[src/rtl/seven_seg_scanner_if.sv]
// Display-scanner bus: value/control from the datapath, segment and select pins to the board.
`timescale 1ns/1ps

interface seven_seg_scanner_if #(
    parameter int unsigned NUMBER_OF_DIGITS = 4
);
    logic                            enable;
    logic [4*NUMBER_OF_DIGITS-1:0]   number;
    logic [NUMBER_OF_DIGITS-1:0]     dp_mask;
    logic                            blank_leading_zeros;
    logic [3:0]                      brightness;
    logic [NUMBER_OF_DIGITS-1:0]     io_sel;
    logic [7:0]                      io_seg;
    logic                            frame_start;

    // Datapath side: supplies the value, observes the pins.
    modport master (
        output enable, number, dp_mask, blank_leading_zeros, brightness,
        input  io_sel, io_seg, frame_start
    );

    // Scanner side.
    modport slave (
        input  enable, number, dp_mask, blank_leading_zeros, brightness,
        output io_sel, io_seg, frame_start
    );
endinterface

[src/rtl/seven_seg_scanner.sv]
// Multiplexed common-anode 7-segment scanner with per-frame snapshots,
// leading-zero blanking and anti-ghosting dead time between digits.
// Optional macro SEVEN_SEG_BRIGHTNESS_EN: PWM-gates the digit selects by brightness.
`timescale 1ns/1ps

module seven_seg_scanner #(
    parameter int unsigned NUMBER_OF_DIGITS            = 4,
    parameter int unsigned REFRESH_RATE_IN_HERTZ       = 500,
    parameter int unsigned BOARD_CLOCK_FREQUENCY_IN_HZ = 100_000_000,
    parameter int unsigned BLANK_CYCLES                = 1000
) (
    input  logic                clk,
    input  logic                rst,
    seven_seg_scanner_if.slave  bus
);

    localparam int unsigned SLOT_CYCLES =
        BOARD_CLOCK_FREQUENCY_IN_HZ / REFRESH_RATE_IN_HERTZ / NUMBER_OF_DIGITS;
    localparam int unsigned SLOT_W  = $clog2(SLOT_CYCLES);
    localparam int unsigned DIGIT_W = (NUMBER_OF_DIGITS > 1) ? $clog2(NUMBER_OF_DIGITS) : 1;
    localparam int unsigned NUM_W   = 4 * NUMBER_OF_DIGITS;

    // Reject configurations that cannot scan sensibly.
    if (NUMBER_OF_DIGITS < 1 || NUMBER_OF_DIGITS > 8) begin : g_bad_digits
        $error("seven_seg_scanner: NUMBER_OF_DIGITS must be 1..8");
    end
    if (SLOT_CYCLES <= BLANK_CYCLES + 16) begin : g_bad_slot
        $error("seven_seg_scanner: SLOT_CYCLES must exceed BLANK_CYCLES + 16");
    end

    typedef enum logic [1:0] {
        ST_IDLE  = 2'd0,
        ST_BLANK = 2'd1,
        ST_DRIVE = 2'd2
    } state_e;

    state_e                      state_q,        state_d;
    logic [SLOT_W-1:0]           slot_cnt_q,     slot_cnt_d;
    logic [DIGIT_W-1:0]          digit_q,        digit_d;
    logic [NUM_W-1:0]            shadow_num_q,   shadow_num_d;
    logic [NUMBER_OF_DIGITS-1:0] shadow_dp_q,    shadow_dp_d;
    logic                        shadow_blz_q,   shadow_blz_d;
    logic [NUMBER_OF_DIGITS-1:0] io_sel_q,       io_sel_d;
    logic [7:0]                  io_seg_q,       io_seg_d;
    logic                        frame_start_q,  frame_start_d;

    logic [3:0]                  nibble_c;
    logic                        upper_zero_c;
    logic                        blank_c;
    logic                        dp_c;
    logic [NUMBER_OF_DIGITS-1:0] sel_c;

`ifdef SEVEN_SEG_BRIGHTNESS_EN
    logic [3:0]                  pwm_cnt_q,      pwm_cnt_d;
`else
    logic                        unused_brightness_c;
    assign unused_brightness_c = ^bus.brightness;
`endif

    // Active-low gfedcba pattern for a hex nibble.
    function automatic logic [6:0] glyph(input logic [3:0] n);
        logic [6:0] g;
        case (n)
            4'h0: g = 7'h40;
            4'h1: g = 7'h79;
            4'h2: g = 7'h24;
            4'h3: g = 7'h30;
            4'h4: g = 7'h19;
            4'h5: g = 7'h12;
            4'h6: g = 7'h02;
            4'h7: g = 7'h78;
            4'h8: g = 7'h00;
            4'h9: g = 7'h10;
            4'hA: g = 7'h08;
            4'hB: g = 7'h03;
            4'hC: g = 7'h46;
            4'hD: g = 7'h21;
            4'hE: g = 7'h06;
            default: g = 7'h0E;
        endcase
        return g;
    endfunction

    // Current digit's nibble, DP, select pattern and leading-zero status from the snapshot.
    always_comb begin
        nibble_c     = 4'(shadow_num_q >> {digit_q, 2'b00});
        upper_zero_c = ((shadow_num_q >> {digit_q, 2'b00}) == '0);
        blank_c      = shadow_blz_q && (digit_q != '0) && upper_zero_c;
        dp_c         = 1'(shadow_dp_q >> digit_q);
        sel_c        = ~(NUMBER_OF_DIGITS'(1) << digit_q);
    end

    // Next-state, counters, snapshot loads and registered pin values.
    always_comb begin
        state_d       = state_q;
        slot_cnt_d    = slot_cnt_q;
        digit_d       = digit_q;
        shadow_num_d  = shadow_num_q;
        shadow_dp_d   = shadow_dp_q;
        shadow_blz_d  = shadow_blz_q;
        frame_start_d = 1'b0;
        io_sel_d      = '1;
        io_seg_d      = 8'hFF;
`ifdef SEVEN_SEG_BRIGHTNESS_EN
        pwm_cnt_d     = pwm_cnt_q + 4'd1;
`endif

        unique case (state_q)
            ST_IDLE: begin
                slot_cnt_d = '0;
                digit_d    = '0;
                if (bus.enable) begin
                    state_d       = ST_BLANK;
                    frame_start_d = 1'b1;
                    shadow_num_d  = bus.number;
                    shadow_dp_d   = bus.dp_mask;
                    shadow_blz_d  = bus.blank_leading_zeros;
                end
            end
            ST_BLANK: begin
                slot_cnt_d = slot_cnt_q + SLOT_W'(1);
                if (slot_cnt_q == SLOT_W'(BLANK_CYCLES - 1)) begin
                    state_d = ST_DRIVE;
`ifdef SEVEN_SEG_BRIGHTNESS_EN
                    pwm_cnt_d = '0;
`endif
                end
            end
            ST_DRIVE: begin
                slot_cnt_d = slot_cnt_q + SLOT_W'(1);
                io_sel_d   = sel_c;
                io_seg_d   = {~dp_c, blank_c ? 7'h7F : glyph(nibble_c)};
`ifdef SEVEN_SEG_BRIGHTNESS_EN
                if (pwm_cnt_q > bus.brightness) begin
                    io_sel_d = '1;
                end
`endif
                if (slot_cnt_q == SLOT_W'(SLOT_CYCLES - 1)) begin
                    slot_cnt_d = '0;
                    state_d    = ST_BLANK;
                    if (digit_q == DIGIT_W'(NUMBER_OF_DIGITS - 1)) begin
                        digit_d       = '0;
                        frame_start_d = 1'b1;
                        shadow_num_d  = bus.number;
                        shadow_dp_d   = bus.dp_mask;
                        shadow_blz_d  = bus.blank_leading_zeros;
                    end else begin
                        digit_d = digit_q + DIGIT_W'(1);
                    end
                end
            end
            default: begin
                state_d = ST_IDLE;
            end
        endcase

        // Dropping enable darkens the display and restarts from digit 0 later.
        if (!bus.enable && (state_q != ST_IDLE)) begin
            state_d       = ST_IDLE;
            slot_cnt_d    = '0;
            digit_d       = '0;
            frame_start_d = 1'b0;
        end
    end

    // State and output registers with synchronous reset.
    always_ff @(posedge clk) begin
        if (rst) begin
            state_q       <= ST_IDLE;
            slot_cnt_q    <= '0;
            digit_q       <= '0;
            shadow_num_q  <= '0;
            shadow_dp_q   <= '0;
            shadow_blz_q  <= 1'b0;
            io_sel_q      <= '1;
            io_seg_q      <= 8'hFF;
            frame_start_q <= 1'b0;
`ifdef SEVEN_SEG_BRIGHTNESS_EN
            pwm_cnt_q     <= '0;
`endif
        end else begin
            state_q       <= state_d;
            slot_cnt_q    <= slot_cnt_d;
            digit_q       <= digit_d;
            shadow_num_q  <= shadow_num_d;
            shadow_dp_q   <= shadow_dp_d;
            shadow_blz_q  <= shadow_blz_d;
            io_sel_q      <= io_sel_d;
            io_seg_q      <= io_seg_d;
            frame_start_q <= frame_start_d;
`ifdef SEVEN_SEG_BRIGHTNESS_EN
            pwm_cnt_q     <= pwm_cnt_d;
`endif
        end
    end

    assign bus.io_sel      = io_sel_q;
    assign bus.io_seg      = io_seg_q;
    assign bus.frame_start = frame_start_q;

endmodule

[src/flat_wrapper.sv]
// flat-port wrapper written by rule: the top's interface ports become plain ports
module seven_seg_scanner_flat 
#(
    parameter int unsigned NUMBER_OF_DIGITS            = 4,
    parameter int unsigned REFRESH_RATE_IN_HERTZ       = 500,
    parameter int unsigned BOARD_CLOCK_FREQUENCY_IN_HZ = 100_000_000,
    parameter int unsigned BLANK_CYCLES                = 1000
)
  (clk, rst, bus_enable, bus_number, bus_dp_mask, bus_blank_leading_zeros, bus_brightness, bus_io_sel, bus_io_seg, bus_frame_start);
  seven_seg_scanner_if #(.NUMBER_OF_DIGITS(NUMBER_OF_DIGITS)) bus_i ();
  input  logic clk;
  input  logic rst;
  input wire logic [$bits(bus_i.enable)-1:0] bus_enable;
  input wire logic [$bits(bus_i.number)-1:0] bus_number;
  input wire logic [$bits(bus_i.dp_mask)-1:0] bus_dp_mask;
  input wire logic [$bits(bus_i.blank_leading_zeros)-1:0] bus_blank_leading_zeros;
  input wire logic [$bits(bus_i.brightness)-1:0] bus_brightness;
  output wire logic [$bits(bus_i.io_sel)-1:0] bus_io_sel;
  output wire logic [$bits(bus_i.io_seg)-1:0] bus_io_seg;
  output wire logic [$bits(bus_i.frame_start)-1:0] bus_frame_start;
  assign bus_i.enable = bus_enable;
  assign bus_i.number = bus_number;
  assign bus_i.dp_mask = bus_dp_mask;
  assign bus_i.blank_leading_zeros = bus_blank_leading_zeros;
  assign bus_i.brightness = bus_brightness;
  assign bus_io_sel = bus_i.io_sel;
  assign bus_io_seg = bus_i.io_seg;
  assign bus_frame_start = bus_i.frame_start;
  seven_seg_scanner #(.NUMBER_OF_DIGITS(NUMBER_OF_DIGITS), .REFRESH_RATE_IN_HERTZ(REFRESH_RATE_IN_HERTZ), .BOARD_CLOCK_FREQUENCY_IN_HZ(BOARD_CLOCK_FREQUENCY_IN_HZ), .BLANK_CYCLES(BLANK_CYCLES)) u_core (.clk(clk), .rst(rst), .bus(bus_i));
endmodule
[config.mk]
export PLATFORM = sky130hd
export DESIGN_NAME = seven_seg_scanner_flat
export DESIGN_NICKNAME = d
export VERILOG_FILES = /design/src/rtl/seven_seg_scanner_if.sv /design/src/rtl/seven_seg_scanner.sv /design/src/flat_wrapper.sv
export SDC_FILE = /design/constraint.sdc
export NUM_CORES = 1
export LEC_CHECK = 0
export CORE_ASPECT_RATIO = 0.75
export CORE_UTILIZATION = 50
export CTS_CLUSTER_SIZE = 30
export DETAILED_ROUTE_END_ITERATION = 7
export DONT_BUFFER_PORTS = 1
export GPL_TIMING_DRIVEN = 0
export PLACE_DENSITY = 0.68
export SYNTH_ARGS = -nofsm -noshare
export SYNTH_HDL_FRONTEND = slang
export SYNTH_SLANG_ARGS = --single-unit
[constraint.sdc]
create_clock -name clk -period 2.5 [get_ports clk]
set_input_delay 0 -clock clk [delete_from_list [all_inputs] [get_ports clk]]
set_output_delay 0 -clock clk [all_outputs]
set_load 0.01 [all_outputs]
Word-level counts from Yosys, hierarchy flattened
Memory sizes are Yosys's and may differ from the RTL's. A register that Yosys moved wholly into a read port is not among the register bits.
Cells that the tools add are included.
{"block": "op_classes", "bitwise": 3, "mux": 25, "shifts": 3, "order_cmp": 0, "div_mod_pow": 0, "n_eq_ne": 9, "reduce_logical": 16, "mul": 0, "addsub": 2}
{"cell": "$mux W16", "n": 4}
{"cell": "$pmux W16 S3", "n": 1}
{"cell": "$pmux W16 S2", "n": 1}
{"cell": "$add A16 B1 Y16 const B", "n": 1}
{"cell": "$eq A16 B10 Y1 const B", "n": 1}
{"cell": "$eq A16 B16 Y1 const B", "n": 1}
{"cell": "$logic_not A16 Y1", "n": 1}
{"cell": "$shr A16 B4 Y16", "n": 1}
{"cell": "$mux W4", "n": 3}
{"cell": "$mux W2", "n": 5}
{"cell": "$pmux W4 S2", "n": 1}
{"cell": "$mux W1", "n": 6}
{"cell": "$ne A2 B1 Y1 const B", "n": 3}
{"cell": "$pmux W2 S3", "n": 1}
{"cell": "$reduce_bool A2 Y1", "n": 3}
{"cell": "$eq A2 B2 Y1 const B", "n": 2}
{"cell": "$not A4 Y4", "n": 1}
{"cell": "$pmux W1 S2", "n": 2}
{"cell": "$pmux W2 S2", "n": 1}
{"cell": "$reduce_and A4 Y1", "n": 1}
{"cell": "$reduce_or A2 Y1", "n": 2}
{"cell": "$shl A1 B2 Y4 const A", "n": 1}
{"cell": "$shr A4 B2 Y1", "n": 1}
{"cell": "$logic_and A1 B1 Y1", "n": 3}
{"cell": "other kinds (10)", "n": 11}
{"block": "totals", "ram_bits": 0, "inputBits": 28, "word_cells": 68, "output_inout_bits": 13, "ff_bits": 47, "latchBits": 0, "memories": 1, "mem_bits_ro": 112}
{"memory": "(no name shown)", "words": 16, "word_bits": 7, "read_ports": 1, "rd_clocked_by_memory_dff": 1, "write_ports": 0, "line_no": "seven_seg_scanner.sv:63", "source": "case (n)"}

Logic depth before layout (Yosys ltp)
{"block": "logic_depth", "word_depth": 4, "depth_mapped": 9, "depth_no_buf": 8}

Worst setup path before layout
OpenSTA, ideal clock, no wires.
{"block": "synth_timing", "path_kind": "register to register", "start": "register u_core.digit_q[0]", "end": "register u_core.io_seg_q[1] (netlist: u_core.bus.io_seg[1])", "stages_incl_launch_ff": 10, "path_buffers": 1, "setup_ns": 0.079, "slack_ns": 0.195, "t_arrival_ns": 2.226, "path_cell_list": "dfxtp_1 clkbuf_1 mux4_2 inv_1 ha_1 nor4b_1 nand2_1 a211oi_1 nor2b_1 o211ai_1"}
{"block": "synth_between", "elab_chain_cells": 4, "elab_cells_between_ends": 6}
{"item": "from (decl)", "line_no": "seven_seg_scanner.sv:39", "source": "logic [DIGIT_W-1:0] digit_q, digit_d;"}
{"item": "from (signal assigned)", "line_no": "seven_seg_scanner.sv:184", "source": "digit_q <= digit_d;"}
{"item": "$shr A16 B4 Y16 / $reduce_bool A2 Y1 (equally long branches)", "line_no": "seven_seg_scanner.sv:86, seven_seg_scanner.sv:88"}
{"item": "$logic_not A16 Y1 / $logic_and A1 B1 Y1 (equally long branches)", "line_no": "seven_seg_scanner.sv:87, seven_seg_scanner.sv:88"}
{"item": "$logic_and A1 B1 Y1", "line_no": "seven_seg_scanner.sv:88", "source": "blank_c = shadow_blz_q && (digit_q != '0) && upper_zero_c;"}
{"item": "$reduce_or A3 Y1 (no source line)"}
{"item": "to (decl)", "line_no": "seven_seg_scanner.sv:44", "source": "logic [7:0] io_seg_q, io_seg_d;"}
Several ways; a longest one is shown, not always the timed one.
A chain may end at the register's enable or synchronous reset.

Worst setup path after layout
{"block": "layout_timing", "start": "register u_core.digit_q[0]", "end": "register u_core.io_seg_q[5] (netlist: u_core.bus.io_seg[5])"}
The elaborated chain is that of the path after synthesis.

==> impl_metrics.yaml <==
place:
  dp.cells: 398
  dp_hpwl_um: 5022
  pre_cts_slack_ns: -0.1707
  gp_congestion: 0.8908
  port_buffers: 0
  dpl_cell_area_mm2: 0.003085
synthesis:
  synth_fa_ha_area_share_pct: 6.274
  synth_cell_types: 43
  postSynthCellCount: 323
  ys_warn_count: 0
  yosys.area_share.simple_pct: 30.53
  synth_seq_area_share_pct: 36.14
  syn_area_mm2: 0.002992
  synth_compound_area_share_pct: 10.29
  synth_edf_count: 0
  syn_nets: 366
  synth_top_family_by_area: "simple AND/OR/NAND/NOR gates"
  async_reset_ff_share_pct: 0
  syn_area_per_cell_um2: 9.262
  synth-seq-cells: 54
  synthMuxAreaShare_pct: 12.25
  synthXorXnorAreaFrac_pct: 0
  synthFlopType: "dfxtp_1"
worst_setup_path:
  crit_start: "u_core.digit_q[0]"
  worstPathRequired_ns: 2.73
  crit_type: "register to register"
  crit_path_max_fanout: 8
  rr_startpoint: "u_core.digit_q[0]"
  start_kind: "register"
  worst_r2r_endpoint: "u_core.bus.io_seg[5]"
  r2r_cells: 9
  worstPathArrival_ns: 2.65
  r2r_setup_slack_ns: 0.09
  end_kind: "register"
grt:
  antenna_found_initial: 0
  top_usage_layer: "met1"
  gr-usage-met1_pct: 36.21
  grt_pass1_vias: 2231
  grt_first_pass_wirelength_um: 11390
  grt_max_degree: 18
  grt_usage_pct: 23.54
  met3_usage_pct: 4.934
  gr-total-overflow: 0
  grt_util_met2_pct: 32.95
sta:
  worst_slew_pin_slew_ns: 0.5657
  finClkSkew_ns: 0.01441
  hold_slack_ns: 0.09268
  min_period_over_period_pct: 96.45
  setup_viol_count_final: 0
  final_max_slew_viol_count: 0
  finalHoldViolCount: 0
  fmax_ghz: 0.4147
  rsz0062_at_grt: "false"
  maxSlewHeadroom_pct: 62.00
  tns_ns: 0
  finalCriticalPeriod_ns: 2.411
  setup_ws_ns: 0.08863
floorplanning:
  rows: 23
  start_util_pct: 53.86
  die_y_um: 68.99
  core_area_mm2: 0.005554
  dieArea_mm2: 0.006300
  die_x_um: 91.32
  ios: 41
routing:
  viasPerCell: 5.622
  avgRoutedWirePerCell_um: 16.04
  antenna_left: 0
  num_vias: 2440
  drtIter0Drc: 128
  drc: 0
  routed_wirelength_um: 6961
  drtPass1Iterations: 4
final_layout:
  nets: 401
  instances_no_fill: 434
  diodes: 0
  area.growth.synth_to_final_pct: 16.69
  final_cell_area_mm2: 0.003491
  drive_above_1_share_pct: 11.14
  postLayoutCoreUtil_pct: 62.85
min_path:
  hold_class: "input pin to register"
  hold_depth: 4
  hold_end: "u_core.state_q[1]"
  holdCritStartpoint: "bus_enable"
clock_tree:
  clk_latency_ns: 0.31
  cts-root-buf: "clkbuf_8"
  htreeDepth: 2
  clk_path_buf_depth: 2
  clkTransAtPathRegs_ns: 0.11
  cts_tree: "yes"
  cts_buffers: 5
  clock_sinks: 54
power_and_ir_drop:
  vdd_drop_max_mv: 0.6580
  power.density_mw_per_mm2: 844.8
  total_power_mw: 2.949
  power.leakage_nw: 1.246
status:
  outcome: "finished clean"
job:
  maxCapViolations: 0
-- where the power goes --
part | leakage, nW | switching, mW | internal, mW
Sequential | 0.440 | 0.140 | 1.02
Clock | 0.0618 | 0.297 | 0.330
Combinational | 0.744 | 0.609 | 0.550
Total | 1.25 | 1.05 | 1.90
-- area by class of cell --
type	instances	area, um2
Buffer	15	100.1
Sequential cell	54	1081
Tap cell	75	93.84
Clock buffer	6	82.58
Multi-Input combinational cell	243	1780
Fill cell	464	2063
Clock inverter	2	38.79
Timing Repair Buffer	28	272.8
Inverter	11	41.29
-- sequential cells by signal, summed over array words and instances, names as in the netlist --
name / cells
u_core.slot_cnt_q: 16
u_core.shadow_blz_q: 1
u_core.bus.frame_start: 1
u_core.bus.io_sel: 4
u_core.shadow_num_q: 16
u_core.bus.io_seg: 8
u_core.state_q: 2
u_core.digit_q: 2
u_core.shadow_dp_q: 4
-- synthesized netlist by cell type, drive strengths merged (3+ instances only) --
cell,instances,area [um2]
nand3,14,90.09
mux4,6,135.1
ha,15,187.7
mux2i,22,220.2
inv,11,41.29
a21oi,17,85.08
nor2b,4,25.02
or4b,4,40.04
nor2,16,60.06
nand3b,3,22.52
dfxtp,54,1081
o21ai,4,20.02
or2,3,18.77
clkbuf,8,30.03
nand2,37,138.9
nand2b,46,287.8
nor4,8,110.1
a31oi,15,93.84
o221ai,4,35.03
buf,7,63.81
nor3,5,25.02
-- cell families after synthesis --
logic type | count (synthesis)
AOI/OAI and AO/OA | 48
adders and majority gates | 15
buffers and inverters | 26
DFF | 54
muxes | 29
and+or+nand+nor | 151
-- cell usage in the layout (no fill, tap or decap), types with 5 or more instances in the layout --
cell and instances:
dfxtp_1 54, nand2b_1 46, nand2_1 37, dlygate4sd3_1 25
mux2i_1 22, a21oi_1 17, nor2_1 16, a31oi_1 15
ha_1 14, inv_1 11, nand3_1 10, clkbuf_1 7
buf_4 6, mux4_2 6, clkbuf_8 6, nor3_1 5
-- worst max path at each step --
| stage | slack [ns] | end | depth (start not counted) |
|---|---|---|---|
| floorplan | 0.19 | u_core.bus.io_seg[1] | 9 |
| global placement | -0.13 | u_core.bus.io_seg[6] | 9 |
| detailed placement | -0.17 | u_core.bus.io_seg[2] | 9 |
| CTS | 0.01 | u_core.bus.io_seg[2] | 9 |
| global route | 0.003 | u_core.bus.io_seg[5] | 9 |
| finish | 0.09 | u_core.bus.io_seg[5] | 9 |
-- routing by layer --
layer | routed length, um | part of all wire (%) | up-vias
met1 | 3684 | 53 | 1143
met3 | 496 | 7.1 | 4
li1 | - | - | 1211
met2 | 2749 | 39 | 82
met4 | 31 | 0.45 | 0
met5 | 0 | 0 | -
-- worst max-delay path, cell delays in order, from the launching register on --
cell and delay [ns]:
dfxtp_1 0.38, buf_4 0.20, mux4_2 0.57, inv_1 0.14
ha_2 0.23, nor4b_1 0.24, nand2_1 0.09, a211oi_1 0.25
nor2b_2 0.14, o221ai_1 0.10
-- what timing repair did --
action | in CTS | in global routing
setup endpoints to repair | 7 | 7
cloned | 0 | 0
hold endpoints to repair | 30 | 0
hold buffers | 25 | 0
resized for setup | 2 | 5
buffers inserted | 0 | 3
Note: power is estimated with default switching activity, not from simulation.
